<file path="src/rtl/mpsoc_dbg_pkg.sv">
// Shared definitions for the MPSoC debug JTAG TAP.
// Holds the instruction register width, the instruction codes and the
// 16-state TAP controller state type (4-bit encoded).
package mpsoc_dbg_pkg;

  localparam int JTAG_IR_WIDTH = 4;

  localparam logic [JTAG_IR_WIDTH-1:0] IR_EXTEST         = 4'b0000;
  localparam logic [JTAG_IR_WIDTH-1:0] IR_SAMPLE_PRELOAD = 4'b0001;
  localparam logic [JTAG_IR_WIDTH-1:0] IR_IDCODE         = 4'b0010;
  localparam logic [JTAG_IR_WIDTH-1:0] IR_DEBUG          = 4'b1000;
  localparam logic [JTAG_IR_WIDTH-1:0] IR_MBIST          = 4'b1001;
  localparam logic [JTAG_IR_WIDTH-1:0] IR_BYPASS         = 4'b1111;

  typedef enum logic [3:0] {
    S_TLR    = 4'h0,
    S_RTI    = 4'h1,
    S_SEL_DR = 4'h2,
    S_CAP_DR = 4'h3,
    S_SH_DR  = 4'h4,
    S_EX1_DR = 4'h5,
    S_PAU_DR = 4'h6,
    S_EX2_DR = 4'h7,
    S_UPD_DR = 4'h8,
    S_SEL_IR = 4'h9,
    S_CAP_IR = 4'hA,
    S_SH_IR  = 4'hB,
    S_EX1_IR = 4'hC,
    S_PAU_IR = 4'hD,
    S_EX2_IR = 4'hE,
    S_UPD_IR = 4'hF
  } tap_state_t;

endpackage

</file>
<file path="src/rtl/mpsoc_dbg_jtag_tap_if.sv">
// Connection between the TAP controller and the debug top level.
// Carries the TAP-state strobes, the latched-instruction selects, the
// serial returns from the scan chains and the raw TAP state for debug.
// There is no valid/ready handshake here: strobes and selects are levels
// that are meaningful on every TCK posedge.
//   master : the TAP (drives strobes/selects, reads chain returns)
//   slave  : the debug top level (reads strobes/selects, drives returns)
interface mpsoc_dbg_jtag_tap_if;
  import mpsoc_dbg_pkg::*;

  logic       tlr_o;
  logic       run_test_idle_o;
  logic       capture_dr_o;
  logic       shift_dr_o;
  logic       pause_dr_o;
  logic       update_dr_o;
  logic       debug_select_o;
  logic       extest_select_o;
  logic       sample_preload_select_o;
  logic       mbist_select_o;
  logic       debug_tdo_i;
  logic       bs_chain_tdo_i;
  logic       mbist_tdo_i;
  tap_state_t tap_state;

  modport master (
    output tlr_o, run_test_idle_o, capture_dr_o, shift_dr_o, pause_dr_o,
           update_dr_o, debug_select_o, extest_select_o,
           sample_preload_select_o, mbist_select_o, tap_state,
    input  debug_tdo_i, bs_chain_tdo_i, mbist_tdo_i
  );

  modport slave (
    input  tlr_o, run_test_idle_o, capture_dr_o, shift_dr_o, pause_dr_o,
           update_dr_o, debug_select_o, extest_select_o,
           sample_preload_select_o, mbist_select_o, tap_state,
    output debug_tdo_i, bs_chain_tdo_i, mbist_tdo_i
  );

endinterface

</file>
<file path="src/rtl/mpsoc_dbg_tap_fsm.sv">
// IEEE 1149.1 TAP state machine.
// Ports:
//   tck_i, trst_i : JTAG clock, asynchronous active-high reset
//   tms_i         : test mode select, sampled on posedge tck_i
//   state         : current TAP state (also exported for debug)
//   tlr .. upd_ir : one-hot decodes of the state register
module mpsoc_dbg_tap_fsm
  import mpsoc_dbg_pkg::*;
(
  input  logic       tck_i,
  input  logic       trst_i,
  input  logic       tms_i,
  output tap_state_t state,
  output logic       tlr,
  output logic       rti,
  output logic       cap_dr,
  output logic       sh_dr,
  output logic       pau_dr,
  output logic       upd_dr,
  output logic       cap_ir,
  output logic       sh_ir,
  output logic       upd_ir
);

  always_ff @(posedge tck_i or posedge trst_i) begin
    if (trst_i) begin
      state <= S_TLR;
    end else begin
      case (state)
        S_TLR:    state <= tms_i ? S_TLR    : S_RTI;
        S_RTI:    state <= tms_i ? S_SEL_DR : S_RTI;
        S_SEL_DR: state <= tms_i ? S_SEL_IR : S_CAP_DR;
        S_CAP_DR: state <= tms_i ? S_EX1_DR : S_SH_DR;
        S_SH_DR:  state <= tms_i ? S_EX1_DR : S_SH_DR;
        S_EX1_DR: state <= tms_i ? S_UPD_DR : S_PAU_DR;
        S_PAU_DR: state <= tms_i ? S_EX2_DR : S_PAU_DR;
        S_EX2_DR: state <= tms_i ? S_UPD_DR : S_SH_DR;
        S_UPD_DR: state <= tms_i ? S_SEL_DR : S_RTI;
        S_SEL_IR: state <= tms_i ? S_TLR    : S_CAP_IR;
        S_CAP_IR: state <= tms_i ? S_EX1_IR : S_SH_IR;
        S_SH_IR:  state <= tms_i ? S_EX1_IR : S_SH_IR;
        S_EX1_IR: state <= tms_i ? S_UPD_IR : S_PAU_IR;
        S_PAU_IR: state <= tms_i ? S_EX2_IR : S_PAU_IR;
        S_EX2_IR: state <= tms_i ? S_UPD_IR : S_SH_IR;
        S_UPD_IR: state <= tms_i ? S_SEL_DR : S_RTI;
        default:  state <= S_TLR;
      endcase
    end
  end

  assign tlr    = (state == S_TLR);
  assign rti    = (state == S_RTI);
  assign cap_dr = (state == S_CAP_DR);
  assign sh_dr  = (state == S_SH_DR);
  assign pau_dr = (state == S_PAU_DR);
  assign upd_dr = (state == S_UPD_DR);
  assign cap_ir = (state == S_CAP_IR);
  assign sh_ir  = (state == S_SH_IR);
  assign upd_ir = (state == S_UPD_IR);

endmodule

</file>
<file path="src/rtl/mpsoc_dbg_jtag_tap.sv">
// JTAG TAP controller for the MPSoC debug interface.
// Holds the instruction register (shift + latched), the IDCODE and BYPASS
// data registers and the negedge-registered TDO mux.
// Ports:
//   tck_i, trst_i  : JTAG clock, asynchronous active-high reset
//   tms_i, tdi_i   : test mode select, serial data in
//   tdo_o, tdo_oe_o: serial data out and its enable, updated on negedge
//   dbg            : strobes/selects to the debug top level, chain returns
module mpsoc_dbg_jtag_tap
  import mpsoc_dbg_pkg::*;
#(
  parameter logic [31:0] IDCODE_VALUE = 32'h149511C3
) (
  input  logic                 tck_i,
  input  logic                 trst_i,
  input  logic                 tms_i,
  input  logic                 tdi_i,
  output logic                 tdo_o,
  output logic                 tdo_oe_o,
  mpsoc_dbg_jtag_tap_if.master dbg
);

  localparam logic [JTAG_IR_WIDTH-1:0] IR_CAPTURE = 4'b0101;

  tap_state_t               state;
  logic                     tlr, rti, cap_dr, sh_dr, pau_dr, upd_dr;
  logic                     cap_ir, sh_ir, upd_ir;
  logic [JTAG_IR_WIDTH-1:0] ir_shift;
  logic [JTAG_IR_WIDTH-1:0] ir_latched;
  logic [31:0]              idcode_reg;
  logic                     bypass_reg;
  logic                     tdo_next;

  mpsoc_dbg_tap_fsm u_fsm (
    .tck_i  (tck_i),
    .trst_i (trst_i),
    .tms_i  (tms_i),
    .state  (state),
    .tlr    (tlr),
    .rti    (rti),
    .cap_dr (cap_dr),
    .sh_dr  (sh_dr),
    .pau_dr (pau_dr),
    .upd_dr (upd_dr),
    .cap_ir (cap_ir),
    .sh_ir  (sh_ir),
    .upd_ir (upd_ir)
  );

  // Instruction register. The latched copy is what the selects decode, so
  // a new instruction only becomes visible on the posedge leaving UpdIR.
  always_ff @(posedge tck_i or posedge trst_i) begin
    if (trst_i) begin
      ir_shift   <= IR_CAPTURE;
      ir_latched <= IR_IDCODE;
    end else begin
      if (cap_ir) begin
        ir_shift <= IR_CAPTURE;
      end else if (sh_ir) begin
        ir_shift <= {tdi_i, ir_shift[JTAG_IR_WIDTH-1:1]};
      end
      if (tlr) begin
        ir_latched <= IR_IDCODE;
      end else if (upd_ir) begin
        ir_latched <= ir_shift;
      end
    end
  end

  // Data registers. Pause states fall through with no enable asserted.
  always_ff @(posedge tck_i or posedge trst_i) begin
    if (trst_i) begin
      idcode_reg <= IDCODE_VALUE;
      bypass_reg <= 1'b0;
    end else begin
      if (cap_dr && (ir_latched == IR_IDCODE)) begin
        idcode_reg <= IDCODE_VALUE;
      end else if (sh_dr && (ir_latched == IR_IDCODE)) begin
        idcode_reg <= {tdi_i, idcode_reg[31:1]};
      end
      if (cap_dr) begin
        bypass_reg <= 1'b0;
      end else if (sh_dr) begin
        bypass_reg <= tdi_i;
      end
    end
  end

  // Unrecognised instruction codes fall into the default arm and behave
  // as BYPASS.
  always_comb begin
    tdo_next = 1'b0;
    if (sh_ir) begin
      tdo_next = ir_shift[0];
    end else if (sh_dr) begin
      case (ir_latched)
        IR_IDCODE:                    tdo_next = idcode_reg[0];
        IR_DEBUG:                     tdo_next = dbg.debug_tdo_i;
        IR_EXTEST, IR_SAMPLE_PRELOAD: tdo_next = dbg.bs_chain_tdo_i;
        IR_MBIST:                     tdo_next = dbg.mbist_tdo_i;
        default:                      tdo_next = bypass_reg;
      endcase
    end
  end

  // Negedge launch gives the host a full half period of setup before it
  // samples TDO on the next posedge.
  always_ff @(negedge tck_i or posedge trst_i) begin
    if (trst_i) begin
      tdo_o    <= 1'b0;
      tdo_oe_o <= 1'b0;
    end else begin
      tdo_o    <= tdo_next;
      tdo_oe_o <= sh_ir | sh_dr;
    end
  end

  assign dbg.tlr_o                   = tlr;
  assign dbg.run_test_idle_o         = rti;
  assign dbg.capture_dr_o            = cap_dr;
  assign dbg.shift_dr_o              = sh_dr;
  assign dbg.pause_dr_o              = pau_dr;
  assign dbg.update_dr_o             = upd_dr;
  assign dbg.debug_select_o          = (ir_latched == IR_DEBUG);
  assign dbg.extest_select_o         = (ir_latched == IR_EXTEST);
  assign dbg.sample_preload_select_o = (ir_latched == IR_SAMPLE_PRELOAD);
  assign dbg.mbist_select_o          = (ir_latched == IR_MBIST);
  assign dbg.tap_state               = state;

endmodule

</file>
<file path="src/flat_wrapper.sv">
// flat-port wrapper written by rule: the top's interface ports become plain ports
module mpsoc_dbg_jtag_tap_flat import mpsoc_dbg_pkg::*;
#(
  parameter logic [31:0] IDCODE_VALUE = 32'h149511C3
)
  (tck_i, trst_i, tms_i, tdi_i, tdo_o, tdo_oe_o, dbg_tlr_o, dbg_run_test_idle_o, dbg_capture_dr_o, dbg_shift_dr_o, dbg_pause_dr_o, dbg_update_dr_o, dbg_debug_select_o, dbg_extest_select_o, dbg_sample_preload_select_o, dbg_mbist_select_o, dbg_tap_state, dbg_debug_tdo_i, dbg_bs_chain_tdo_i, dbg_mbist_tdo_i);
  mpsoc_dbg_jtag_tap_if dbg_i ();
  input  logic tck_i;
  input  logic trst_i;
  input  logic tms_i;
  input  logic tdi_i;
  output logic tdo_o;
  output logic tdo_oe_o;
  output wire logic [$bits(dbg_i.tlr_o)-1:0] dbg_tlr_o;
  output wire logic [$bits(dbg_i.run_test_idle_o)-1:0] dbg_run_test_idle_o;
  output wire logic [$bits(dbg_i.capture_dr_o)-1:0] dbg_capture_dr_o;
  output wire logic [$bits(dbg_i.shift_dr_o)-1:0] dbg_shift_dr_o;
  output wire logic [$bits(dbg_i.pause_dr_o)-1:0] dbg_pause_dr_o;
  output wire logic [$bits(dbg_i.update_dr_o)-1:0] dbg_update_dr_o;
  output wire logic [$bits(dbg_i.debug_select_o)-1:0] dbg_debug_select_o;
  output wire logic [$bits(dbg_i.extest_select_o)-1:0] dbg_extest_select_o;
  output wire logic [$bits(dbg_i.sample_preload_select_o)-1:0] dbg_sample_preload_select_o;
  output wire logic [$bits(dbg_i.mbist_select_o)-1:0] dbg_mbist_select_o;
  output wire logic [$bits(dbg_i.tap_state)-1:0] dbg_tap_state;
  input wire logic [$bits(dbg_i.debug_tdo_i)-1:0] dbg_debug_tdo_i;
  input wire logic [$bits(dbg_i.bs_chain_tdo_i)-1:0] dbg_bs_chain_tdo_i;
  input wire logic [$bits(dbg_i.mbist_tdo_i)-1:0] dbg_mbist_tdo_i;
  assign dbg_tlr_o = dbg_i.tlr_o;
  assign dbg_run_test_idle_o = dbg_i.run_test_idle_o;
  assign dbg_capture_dr_o = dbg_i.capture_dr_o;
  assign dbg_shift_dr_o = dbg_i.shift_dr_o;
  assign dbg_pause_dr_o = dbg_i.pause_dr_o;
  assign dbg_update_dr_o = dbg_i.update_dr_o;
  assign dbg_debug_select_o = dbg_i.debug_select_o;
  assign dbg_extest_select_o = dbg_i.extest_select_o;
  assign dbg_sample_preload_select_o = dbg_i.sample_preload_select_o;
  assign dbg_mbist_select_o = dbg_i.mbist_select_o;
  assign dbg_tap_state = dbg_i.tap_state;
  assign dbg_i.debug_tdo_i = dbg_debug_tdo_i;
  assign dbg_i.bs_chain_tdo_i = dbg_bs_chain_tdo_i;
  assign dbg_i.mbist_tdo_i = dbg_mbist_tdo_i;
  mpsoc_dbg_jtag_tap #(.IDCODE_VALUE(IDCODE_VALUE)) u_core (.tck_i(tck_i), .trst_i(trst_i), .tms_i(tms_i), .tdi_i(tdi_i), .tdo_o(tdo_o), .tdo_oe_o(tdo_oe_o), .dbg(dbg_i));
endmodule
</file>
<file path="config.mk">
export PLATFORM = sky130hd
export DESIGN_NAME = mpsoc_dbg_jtag_tap_flat
export DESIGN_NICKNAME = d
export VERILOG_FILES = /design/src/rtl/mpsoc_dbg_pkg.sv /design/src/rtl/mpsoc_dbg_jtag_tap_if.sv /design/src/rtl/mpsoc_dbg_tap_fsm.sv /design/src/rtl/mpsoc_dbg_jtag_tap.sv /design/src/flat_wrapper.sv
export SDC_FILE = /design/constraint.sdc
export NUM_CORES = 1
export LEC_CHECK = 0
export BUFFER_PORTS_ARGS = -buffer_cell sky130_fd_sc_hd__buf_2
export CAP_MARGIN = 10
export CORE_AREA = 10 10 74 76
export CTS_CLUSTER_DIAMETER = 30
export DETAILED_ROUTE_END_ITERATION = 10
export DIE_AREA = 0 0 84 86
export PLACE_DENSITY = 0.74
export SLEW_MARGIN = 20
export SYNTH_ARGS = -nofsm -noshare
export SYNTH_HDL_FRONTEND = slang
export SYNTH_HIERARCHICAL = 1
export SYNTH_SLANG_ARGS = --single-unit
</file>
<file path="constraint.sdc">
create_clock -name tck_i -period 2.09 [get_ports tck_i]
set_clock_uncertainty 0.1 [all_clocks]
set_input_delay 0.209 -clock tck_i [delete_from_list [all_inputs] [get_ports tck_i]]
set_output_delay 0.209 -clock tck_i [all_outputs]
set_load 0.03 [all_outputs]
</file>
# Word-level counts from Yosys, hierarchy flattened
# Index checks and enable logic that the tools add are counted.
# totals
output_inout_bits	16
word_cells	63
register_bits	47
inputBits	7
# classes
n_reduce_logical	12
n_mux	24
n_bitwise	1
eq_ne	19
# op_table
cell	count
32-bit two-way mux	2
4-bit case mux with 12 select lines	1
4-bit == test (second input constant)	10
4-bit two-way mux	8
4-bit by 3-bit == test with 1-bit output (second input constant)	4
4-bit by 2-bit == test with 1-bit output (second input constant)	3
4-bit by 1-bit == test with 1-bit output (second input constant)	2
4-bit zero test	2
2-bit nonzero test	4
1-bit two-way mux	7
2-bit two-way mux	3
3-bit two-way mux	2
2-bit OR reduction	3
1-bit case mux with 4 select lines	1
3-bit OR reduction	1
1-bit logical AND	2
1-bit bitwise OR	1

# Logic depth before layout (Yosys ltp)
# Gate-level depths: netlist of run 1.
# logic_depth
ltp_word	5
mapped_depth	7
mapped_depth_nobuf	6

# Modules after synthesis
# Netlist of run 1, hierarchy kept.
# by_module_without_submodules
module	area_per_inst_um2	cells_per_inst	n_inst
mpsoc_dbg_jtag_tap	1885.6	190	1
mpsoc_dbg_tap_fsm	402.9	52	1

==> results of run 1 <==
Yosys cell counts (6+ instances only):
| master | n | share of area (%) |
|---|---|---|
| buf_2 | 6 | 1.3 |
| buf_4 | 6 | 2.0 |
| dfrtp_1 | 30 | 33 |
| nor2_1 | 13 | 2.1 |
| nand2_1 | 67 | 11 |
| mux2i_1 | 6 | 2.6 |
| o21ai_1 | 14 | 3.1 |
| nand3b_1 | 21 | 6.9 |
| dfstp_2 | 15 | 17 |
path summary, 6_finish.rpt:
kind / endpoint / slack (ns) / cells past startpoint
max: u_core/tdo_o / -0.31 / 4
min: u_core/ir_shift[3] / 0.08 / 3
max reg2reg: u_core/tdo_o / -0.31 / 4
min reg2reg: u_core/idcode_reg[23] / 0.36 / 2
max in group asynchronous: u_core/tdo_o / 0.51 / 3
min in group asynchronous: u_core/u_fsm/state[0] / 0.26 / 3
cells in the final DEF, fill, tap and decap left out, types with 4 or more instances in the layout:
cell,Yosys,layout
nand2_1,67,65
buf_4,6,32
a21oi_1,4,4
o21ai_1,14,14
a211o_1,4,4
dfstp_2,15,15
nand3b_1,21,21
clkbuf_8,0,5
dfrtp_1,30,26
buf_2,6,18
dfrtp_2,0,4
nand2b_1,5,4
nor2b_1,5,5
buf_6,1,4
mux2i_1,6,6
nor2_1,13,12
kinds of logic (layout without fill, tap and decap cells):
| group | Yosys count | count (layout) | share of synthesized area (%) |
|---|---|---|---|
| multiplexers | 6 | 6 | 2.62 |
| buffers and inverters | 22 | 71 | 5.25 |
| AO/OA/AOI/OAI | 36 | 36 | 10.7 |
| AND/OR/NAND/NOR | 130 | 130 | 28.9 |
| flip-flops | 47 | 47 | 52.2 |
| XOR/XNOR | 1 | 1 | 0.383 |
routing by layer:
metal | wire, µm | global-route usage [%] | share of wire, %
met1 | 2480 | 17.5 | 48
met2 | 2390 | 21.0 | 47
met4 | 66 | 4.87 | 1.3
met3 | 189 | 3.78 | 3.7
met5 | 0 | 0 | 0
through the flow:
step	power, µW	std cells	util [%]	setup TNS (ns)	hold WS [ns]
after global placement	3480	324	65.9	-0.370	0.0270
after global routing	4710	341	72.6	-0.869	0.0752
final	4410	341	72.6	-0.591	0.0786
after floorplan	2910	242	-	-1.99	-0.125
after detailed placement	3540	324	65.9	-0.413	0.0283
after CTS	4180	336	69.8	-0.602	0.0730
critical path: cells and delay by family (launching register included):
family	cells	cell delay, ns
DFF	1	0.57
AOI/OAI and AO/OA	3	0.41
and+or+nand+nor	1	0.13
final cells by class:
class	instances	area share [%]
multi-input combinational	173	36.1
timing repair buffer	59	16.5
clock inverter	2	0.477
tap	50	2.17
inverter	4	0.651
sequential	47	41.6
clock buffer	6	2.52
timing repair:
item / in CTS / in global routing
endpoints found under the hold margin: 8 / 0
setup buffers: 3 / 3
cloned: 0 / 2
hold buffers: 1 / 0
setup endpoints to repair: 4 / 18
resized for setup: 10 / 10
pin swaps: 2 / 2
where the power goes:
group	leakage (µW)	switching, µW	total, µW	internal (µW)
combinational	0.000808	1250	2300	1050
sequential	0.000580	230	1570	1340
clock	0.0000452	301	538	236
==> impl_metrics.json, run 1 <==
{
  "leakage_uw": 0.00143,
  "drv_cap": 0,
  "htree_levels": 2,
  "worst-path-max-fanout": 5,
  "largest_reg_flops": 32,
  "grt-ovfl-total": 0,
  "start_util_pct": 57.6,
  "synth.distinct_cells": 41,
  "syn_area_um2": 2290,
  "drive_gt1_share_pct": 35.1,
  "die_w_um": 84,
  "drt_iter0_markers": 97,
  "track_usage_pct": 13.5,
  "antenna_left": 0,
  "die_y_um": 86,
  "synthesis.nets": 249,
  "antenna_found_initial": 0,
  "critPathSlowestCell": "dfstp_2",
  "dr.pass1.iters": 4,
  "cp-start-kind": "register",
  "wl_per_cell_um": 15.0,
  "synth_edf_count": 0,
  "ir_drop_v": 0.000880,
  "port_buffers": 22,
  "status": "complete, but fails checks",
  "placed_area_um2": 2620,
  "drc_errors": 0,
  "drt-total-wl_mm": 5.12,
  "cts-root-buf": "clkbuf_8",
  "via_per_inst": 5.45,
  "rsz0062_at_grt": "yes",
  "fillers": 294,
  "ys_warn_count": 6,
  "die-area_um2": 7220,
  "r2r-start": "u_core/ir_latched[1]",
  "drv_slew": 0,
  "regArea_um2": 1200,
  "netlist_instances": 242,
  "power.density_nw_per_um2": 1530,
  "crit_chain": "nand2b_4 -> a211o_1 -> o211ai_1 -> a22o_1",
  "finalWeightedCongestion": 0.782,
  "clkTransAtPathRegs_ns": 0.08,
  "crit_path_start": "u_core/ir_latched[1]",
  "synthArstFlopShare_pct": 100,
  "io_pins": 23,
  "clock_tree.buffer_depth": 2,
  "cts.sinks": 47,
  "cp.arrival_ns": 1.40,
  "dp_hpwl_mm": 3.21,
  "ys_ff_latch": 47,
  "seq_area_frac_synth_pct": 52.2,
  "setup_ws_ns": -0.305,
  "place_ws_ns": -0.328,
  "grt_pass1_vias": 1716,
  "syn_to_final_growth_pct": 26.0,
  "cts_made_buffers": 5,
  "tightestPinTransition_ns": 0.477,
  "core-area_um2": 3970,
  "multi_input_area_um2": 1040,
  "hold_path.class": "in -> reg",
  "maxSlewHeadroom_pct": 68.2,
  "hold_violations": 0,
  "grt_pass1_wl_mm": 8.22,
  "ys.flop_type": "dfrtp_1",
  "grt_max_degree": 38,
  "num_vias": 1860,
  "num_antenna_cells": 0,
  "design_area_um2": 2880,
  "fin_nets": 297,
  "max_stage_delay_ns": 0.57,
  "hp-start": "tdi_i",
  "crit_path_end_kind": "register",
  "avgSynthCellArea_um2": 9.46,
  "setup_viol": 4,
  "cts_tree": "done",
  "row_count": 23,
  "crit_required_ns": 1.09,
  "worst_skew_pair.late_latency_ns": 0.30,
  "violations": "negative setup slack",
  "criticalPathCategory": "reg -> reg"
}
Note: power is estimated with default switching activity, not from simulation.
==> inputs of run 2 (changes only) <==
Settings changed: BUFFER_PORTS_ARGS -buffer_cell sky130_fd_sc_hd__buf_2 to -buffer_cell sky130_fd_sc_hd__buf_4.
==> run 2 against run 1 <==
Effect of this change: the run still ends with negative setup slack left; sequential share of layout area grew 0.38 points; die area did not move; global-route usage shrank 0.24 points; critical path type unchanged; largest cell class unchanged.
==> impl_metrics.json, run 2 (synthesis gave the netlist of run 1 again) <==
{
  "worst-path-max-fanout": 5,
  "final_cell_mix": "65 x nand2_1, 50 x buf_4, 27 x dfrtp_1",
  "die_w_um": 84,
  "status": "complete, but fails checks",
  "setup_viol": 4,
  "cts_tree": "done",
  "cts.sinks": 47,
  "clkTransAtPathRegs_ns": 0.08,
  "leakage_uw": 0.00141,
  "criticalPathCategory": "reg -> reg",
  "worstSetupEndpoint": "u_core/tdo_o",
  "crit_required_ns": 1.09,
  "drive_gt1_share_pct": 34.0,
  "tightestPinTransition_ns": 0.629,
  "clock_tree.buffer_depth": 2,
  "largest_reg_flops": 32,
  "r2r-start": "u_core/ir_latched[1]",
  "drc_errors": 0,
  "grt-ovfl-total": 0,
  "maxSlewHeadroom_pct": 57.8,
  "dp_hpwl_mm": 3.23,
  "cp.arrival_ns": 1.35,
  "fin_nets": 294,
  "num_vias": 1810,
  "hold_violations": 0,
  "max_stage_delay_ns": 0.57,
  "die-area_um2": 7220,
  "port_buffers": 22,
  "drt_iter0_markers": 77,
  "wl_per_cell_um": 13.9,
  "grt_pass1_wl_mm": 8.16,
  "drv_cap": 0,
  "dr.pass1.iters": 4,
  "fillers": 307,
  "die_y_um": 86,
  "rr_worst_depth": 4,
  "setup_ws_ns": -0.267,
  "row_count": 23,
  "grt_pass1_vias": 1797,
  "syn_to_final_growth_pct": 24.8,
  "cts-root-buf": "clkbuf_8",
  "antenna_found_initial": 0,
  "worst_skew_pair.late_latency_ns": 0.29,
  "io_pins": 23,
  "num_antenna_cells": 0,
  "cp.depth": 4,
  "violations": "negative setup slack",
  "via_per_inst": 5.36,
  "htree_levels": 2,
  "track_usage_pct": 13.3,
  "core-area_um2": 3970,
  "antenna_left": 0,
  "finalWeightedCongestion": 0.805,
  "crit_family": "flip-flops",
  "power.density_nw_per_um2": 1500,
  "crit_path_end_kind": "register",
  "reg2reg_to": "u_core/tdo_o",
  "place_ws_ns": -0.283,
  "cp_num_buf_inv": 0,
  "cp-start-kind": "register",
  "cts_made_buffers": 5,
  "crit_path_start": "u_core/ir_latched[1]",
  "crit_chain": "nand2b_4 -> a211o_1 -> o211ai_1 -> a22o_1",
  "final_common_cell": "nand2_1",
  "drt-total-wl_mm": 4.69,
  "critPathSlowestCell": "dfstp_2",
  "hold_path.class": "in -> reg",
  "rsz0062_at_grt": "yes",
  "ir_drop_v": 0.000779,
  "holdWs_ns": 0.0917,
  "r2r_setup_slack_ns": -0.27,
  "tns_ns": -0.549,
  "grt_max_degree": 36,
  "start_util_pct": 57.6,
  "drv_slew": 0
}
==> run 2: how the worst min path moves through the flow <==
stage / slack [ns] / cells past startpoint / endpoint / startpoint
floorplan: -0.13 / 1 / u_core/u_fsm/state[3] / trst_i
global placement: 0.03 / 2 / u_core/u_fsm/state[3] / trst_i
detailed placement: 0.03 / 2 / u_core/u_fsm/state[3] / trst_i
CTS: 0.09 / 3 / u_core/ir_shift[3] / tdi_i
global route: 0.08 / 3 / u_core/ir_shift[3] / tdi_i
finish: 0.09 / 3 / u_core/ir_shift[3] / tdi_i
==> run 2: cell type report <==
cell class                      count  area [µm²]  share of cell area [%]
Clock buffer                        6        82.6                    2.89
Multi-Input combinational cell    173        1020                    35.6
Inverter                            4        18.8                   0.657
Timing Repair Buffer               56         459                    16.1
Sequential cell                    47        1200                    42.0
Tap cell                           50        62.6                    2.19
Clock inverter                      2        16.3                   0.570
==> run 2: per-stage QoR <==
stage,instance area [µm²],utilization [%],instances,power [µW]
6_report,2860,71.9,338,4280
5_1_grt,2860,71.9,338,4600
4_1_cts,2840,71.4,336,4280
3_5_place_dp,2670,67.3,324,3610
3_3_place_gp,2670,67.3,324,3560
2_1_floorplan,2320,-,242,2910
==> run 2: what timing repair did <==
item,CTS,global route
endpoints found under the setup margin,4,4
endpoints found under the hold margin,10,0
setup buffers,3,2
resized for setup,8,1
pin swaps,3,3
hold buffers,1,0
==> run 2: worst register-to-register path, cell delays in order (launching register included) <==
cell      delay, ns
dfstp_2        0.57
nand2b_4       0.12
a211o_1        0.11
o211ai_1       0.08
a22o_1         0.19
==> run 2: report_power, final <==
part	internal [µW]	switching, µW	total, µW
logic	994	1170	2160
registers	1330	230	1560
clock network	270	290	560
==> run 2: metal layers <==
metal	up-vias	global-route usage (%)	share of wire, %
met5	-	0	0
met3	4	3.88	4.1
met1	880	16.3	47
met2	28	21.9	48
li1	898	-	-
met4	0	4.11	1.0
